File: src/rtl/mult_booth_unit_if.sv
// Operand/result bundle between the control unit (master) and the Booth multiplier (slave).
// mult_control is a start strobe taken only while busy is low; hi_out/lo_out are valid while mult_end is high.
interface mult_booth_unit_if #(
    parameter int WIDTH = 32
);
    logic             mult_control;
    logic [WIDTH-1:0] a_in;
    logic [WIDTH-1:0] b_in;
    logic [WIDTH-1:0] hi_out;
    logic [WIDTH-1:0] lo_out;
    logic             mult_end;
    logic             busy;

    modport master (
        output mult_control, a_in, b_in,
        input  hi_out, lo_out, mult_end, busy
    );

    modport slave (
        input  mult_control, a_in, b_in,
        output hi_out, lo_out, mult_end, busy
    );
endinterface

File: src/rtl/mult_booth_unit.sv
// Multicycle signed WIDTHxWIDTH radix-2 Booth multiplier: one iteration per clock,
// 2*WIDTH-bit product split into HI/LO with a registered one-cycle mult_end pulse.
module mult_booth_unit #(
    parameter int WIDTH = 32
) (
    input  logic                clk,
    input  logic                reset_in,
    mult_booth_unit_if.slave    bus,
    output logic [1:0]          fsm_state
);
    localparam int CW = $clog2(WIDTH + 1);

    typedef enum logic [1:0] {
        IDLE = 2'd0,
        RUN  = 2'd1,
        DONE = 2'd2
    } state_t;

    state_t           state;
    state_t           state_next;

    logic [WIDTH:0]   acc;
    logic [WIDTH:0]   m;
    logic [WIDTH-1:0] q;
    logic             q_m1;
    logic [CW-1:0]    count;
    logic [WIDTH:0]   t;

    logic [WIDTH-1:0] hi_q;
    logic [WIDTH-1:0] lo_q;
    logic             end_q;

    logic             start;
    logic             last;
    logic             busy;

    // State register
    always_ff @(posedge clk or negedge reset_in) begin
        if (!reset_in) begin
            state <= IDLE;
        end else begin
            state <= state_next;
        end
    end

    // Next-state logic
    always_comb begin
        state_next = state;
        case (state)
            IDLE:    if (bus.mult_control) state_next = RUN;
            RUN:     if (count == CW'(1))  state_next = DONE;
            DONE:    state_next = IDLE;
            default: state_next = IDLE;
        endcase
    end

    // FSM decoded outputs
    always_comb begin
        start = 1'b0;
        last  = 1'b0;
        busy  = 1'b0;
        case (state)
            IDLE:    start = bus.mult_control;
            RUN:     begin
                busy = 1'b1;
                last = (count == CW'(1));
            end
            DONE:    busy = 1'b1;
            default: ;
        endcase
    end

    // Booth step: {q[0], q_m1} selects add, subtract or pass of the multiplicand
    always_comb begin
        t = acc;
        case ({q[0], q_m1})
            2'b01:   t = acc + m;
            2'b10:   t = acc - m;
            default: t = acc;
        endcase
    end

    always_ff @(posedge clk or negedge reset_in) begin
        if (!reset_in) begin
            acc   <= '0;
            m     <= '0;
            q     <= '0;
            q_m1  <= 1'b0;
            count <= '0;
        end else if (start) begin
            m     <= {bus.a_in[WIDTH-1], bus.a_in};
            q     <= bus.b_in;
            acc   <= '0;
            q_m1  <= 1'b0;
            count <= CW'(WIDTH);
        end else if (state == RUN) begin
            {acc, q, q_m1} <= {t[WIDTH], t, q};
            count          <= count - CW'(1);
        end
    end

    // Result registers hold the last product until the next DONE
    always_ff @(posedge clk or negedge reset_in) begin
        if (!reset_in) begin
            hi_q  <= '0;
            lo_q  <= '0;
            end_q <= 1'b0;
        end else begin
            end_q <= (state == DONE);
            if (state == DONE) begin
                hi_q <= acc[WIDTH-1:0];
                lo_q <= q;
            end
        end
    end

    assign bus.hi_out   = hi_q;
    assign bus.lo_out   = lo_q;
    assign bus.mult_end = end_q;
    assign bus.busy     = busy;
    assign fsm_state    = state;

    logic unused_last;
    assign unused_last = last;
endmodule

File: src/flat_wrapper.sv
// flat-port wrapper written by rule: the top's interface ports become plain ports
module mult_booth_unit_flat 
#(
    parameter int WIDTH = 32
)
  (clk, reset_in, fsm_state, bus_mult_control, bus_a_in, bus_b_in, bus_hi_out, bus_lo_out, bus_mult_end, bus_busy);
  mult_booth_unit_if #(.WIDTH(WIDTH)) bus_i ();
  input  logic clk;
  input  logic reset_in;
  output logic [1:0] fsm_state;
  input wire logic [$bits(bus_i.mult_control)-1:0] bus_mult_control;
  input wire logic [$bits(bus_i.a_in)-1:0] bus_a_in;
  input wire logic [$bits(bus_i.b_in)-1:0] bus_b_in;
  output wire logic [$bits(bus_i.hi_out)-1:0] bus_hi_out;
  output wire logic [$bits(bus_i.lo_out)-1:0] bus_lo_out;
  output wire logic [$bits(bus_i.mult_end)-1:0] bus_mult_end;
  output wire logic [$bits(bus_i.busy)-1:0] bus_busy;
  assign bus_i.mult_control = bus_mult_control;
  assign bus_i.a_in = bus_a_in;
  assign bus_i.b_in = bus_b_in;
  assign bus_hi_out = bus_i.hi_out;
  assign bus_lo_out = bus_i.lo_out;
  assign bus_mult_end = bus_i.mult_end;
  assign bus_busy = bus_i.busy;
  mult_booth_unit #(.WIDTH(WIDTH)) u_core (.clk(clk), .reset_in(reset_in), .bus(bus_i), .fsm_state(fsm_state));
endmodule
File: config.mk
export PLATFORM = sky130hd
export DESIGN_NAME = mult_booth_unit_flat
export DESIGN_NICKNAME = d
export VERILOG_FILES = /design/src/rtl/mult_booth_unit_if.sv /design/src/rtl/mult_booth_unit.sv /design/src/flat_wrapper.sv
export SDC_FILE = /design/constraint.sdc
export NUM_CORES = 1
export LEC_CHECK = 0
export ABC_AREA = 1
export ABC_CLOCK_PERIOD_IN_PS = 3800
export CAP_MARGIN = 5
export CORE_MARGIN = 10
export CORE_UTILIZATION = 44
export CTS_BUF_LIST = sky130_fd_sc_hd__clkbuf_2
export DETAILED_ROUTE_END_ITERATION = 12
export PLACE_DENSITY = 0.66
export SETUP_SLACK_MARGIN = 0.2
export SLEW_MARGIN = 20
export SYNTH_ARGS = -nofsm -noshare
export SYNTH_HDL_FRONTEND = slang
export SYNTH_SLANG_ARGS = --single-unit
File: constraint.sdc
create_clock -name clk -period 3.8 [get_ports clk]
set_clock_uncertainty 0.15 [all_clocks]
set_input_delay 0.38 -clock clk [delete_from_list [all_inputs] [get_ports clk]]
set_output_delay 0.38 -clock clk [all_outputs]
set_load 0.1 [all_outputs]
==> results.yml <==
yosys:
  seq_area_frac_synth_pct: 41.27
  syn_nets: 1545
  netlist-cell-type-count: 45
  ys_ff_latch: 170
  netlist_area_mm2: 0.01031
  yosysWarnings: 0
  async_reset_ff_share_pct: 100.0
  synthCells: 1437
  syn_area_per_cell_um2: 7.174
  synth_ff_type: "dfrtp_1"
  synth-edff-count: 0
critical_path:
  arrival_ns: 2.85
  cp_data_required_time_ns: 3.27
  worst-setup-path-type: "flop to output port"
  crit_slowest_cell: "clkdlybuf4s50_1"
  startpoint: "u_core.fsm_state[1]"
  crit_end: "bus_busy"
  cpPeakStageDelay_ns: 1.14
  r2r_cells: 21
  r2r_start: "u_core.m[1]"
  reg2reg_slack_ns: 0.46
  startpoint_type: "flop"
  cp-end-kind: "output port"
  r2r_end: "u_core.acc[28]"
  path_cells: "inv_1 > ha_1 > clkdlybuf4s50_1"
  cp_max_fo: 4
sta:
  setup_tns_ns: 0
  rsz0062_at_grt: "true"
  fmaxAchievable_mhz: 295.8
  layout_min_cycle_time_ns: 3.380
  finalCritPeriodShare_pct: 88.95
  worst-slew-pin-transition_ns: 1.052
  max_slew_margin_pct: 29.65
  final-hold-violation-count: 0
  slew_viol_final: 0
  setup_viol: 0
clock_network:
  cts_buffer_depth: 2
  root_buffer: "clkbuf_2"
  cts_sinks: 170
  clk_pin_slew_ns: 0.32
  clk_latency_ns: 0.77
  cts_max_level: 4
  cts_tree: "yes"
  cts_made_buffers: 17
layout:
  drive_above_1_share_pct: 5.425
  area.growth.synth_to_final_pct: 23.84
  fill_cells: 2226
  layout.nets: 1717
  design_area_mm2: 0.01277
  final_common_cell: "nand2_1"
  layout_common_cells: "nand2_1, inv_1, dfrtp_1"
placed_design:
  gp_congestion: 0.9287
  port-buffer-count: 134
  post_dp_cell_area_mm2: 0.01197
  hpwl_mm: 21.79
global_route:
  gr-total-overflow: 0
  grt_pass1_wl_mm: 48.36
  grt_usage_pct: 19.52
  grt_antenna_before_repair: 2
  grt_pass1_vias: 9458
  grt_max_degree: 97
run:
  cap_violations: 0
die:
  die-width_um: 173.1
  die-height_um: 173.1
  start_util_pct: 45.12
  ios: 135
  dieArea_mm2: 0.02995
  fp-row-count: 55
  core_area_mm2: 0.02285
drt:
  vias_per_cell: 4.891
  post-route-drc-count: 0
  first_pass_iters: 5
  ant_nets: 0
  dr_total_vias: 9473
  drt_iter0_markers: 731
  routed_wl_mm: 29.24
  wl_per_cell_um: 15.10
status:
  status: "completed"
min_path:
  min_path_type: "input pin to flop"
  hold_depth: 3
## how the worst min path moves through the flow
stage,startpoint,end
4_1_cts,bus_b_in[22],u_core.q[22]
5_1_grt,bus_a_in[7],u_core.m[7]
6_report,bus_b_in[22],u_core.q[22]
2_1_floorplan,reset_in,u_core.acc[0]
3_3_place_gp,u_core.count[5],u_core.count[5]
3_5_place_dp,u_core.acc[13],u_core.acc[13]
## synth_stat cells (all sizes together) (19+ instances only)
library cell | n | area share (%)
nand2 | 431 | 16
inv | 255 | 9.3
dfrtp | 170 | 41
nor2 | 147 | 5.8
a21oi | 113 | 5.5
nand3 | 64 | 3.2
o21ai | 58 | 3.0
ha | 40 | 4.9
xor2 | 35 | 3.0
o221ai | 31 | 2.6
buf | 27 | 1.3
clkbuf | 19 | 0.69
## kinds of logic (layout without fill, tap and decap cells)
logic type               count (synthesis)  after routing  share of synthesized area (%)
AND/OR/NAND/NOR                        663            663                          26.50
buffers and inverters                  302            487                          11.28
AO/OA/AOI/OAI                          220            220                          12.40
flip-flops                             170            170                          41.27
adder cells (fa/ha/maj)                 41             41                          5.049
XOR/XNOR                                40             40                          3.398
multiplexers                             1              1                         0.1092
other                                    0              2                              0
## cell type report
cell class | count | area [um2] | area share [%]
Clock buffer | 17 | 85.08 | 0.6665
Sequential cell | 170 | 4254 | 33.32
Clock inverter | 15 | 157.7 | 1.235
Inverter | 256 | 960.9 | 7.527
Antenna cell | 2 | 5.005 | 0.03920
Tap cell | 313 | 391.6 | 3.068
Timing Repair Buffer | 199 | 2001 | 15.67
Multi-Input combinational cell | 965 | 4911 | 38.47
## critical path, delay by kind of cell (launching register included)
| family | cells | cell delay (ns) |
|---|---|---|
| buf+inv | 2 | 1.25 |
| flops | 1 | 0.52 |
| fa+ha+maj | 1 | 0.31 |
## state kept, by name, summed over array words and instances (netlist names), 2 cells and up
name and count:
u_core.count 6, u_core.fsm_state 2, u_core.bus.lo_out 32, u_core.bus.hi_out 32
u_core.m 32, u_core.acc 32, u_core.q 32
## what timing repair did
| action | 4_1_cts | 5_1_grt |
|---|---|---|
| hold buffers | 53 | 0 |
| hold endpoints to repair | 146 | 0 |
| setup endpoints to repair | 0 | 4 |
| buffers inserted | 0 | 1 |
| gates resized for setup | 0 | 2 |
## through the flow
step                      cells  hold WS, ns  utilization [%]  setup slack, ns
after floorplan            1437     -0.06559                -            1.008
after global placement     1849       0.3478            52.41           0.5049
after detailed placement   1849       0.3497            52.41           0.4899
after CTS                  1934     0.002804            55.79           0.3432
after global routing       1937     0.008920            55.88           0.1612
final                      1937      0.06007            55.88           0.4198
## routing by layer
layer  track usage [%]  vias up  routed length (um)
met5                 0        -                   0
met4             5.929        0                 582
met3             4.182       37                1587
met2             31.58      237               13490
met1             25.61     4367               13580
li1                  -     4832                   -
Power is left out: the tool's default activity adds up to more than one toggle a clock period on the data nets, which glitch-free logic cannot reach.
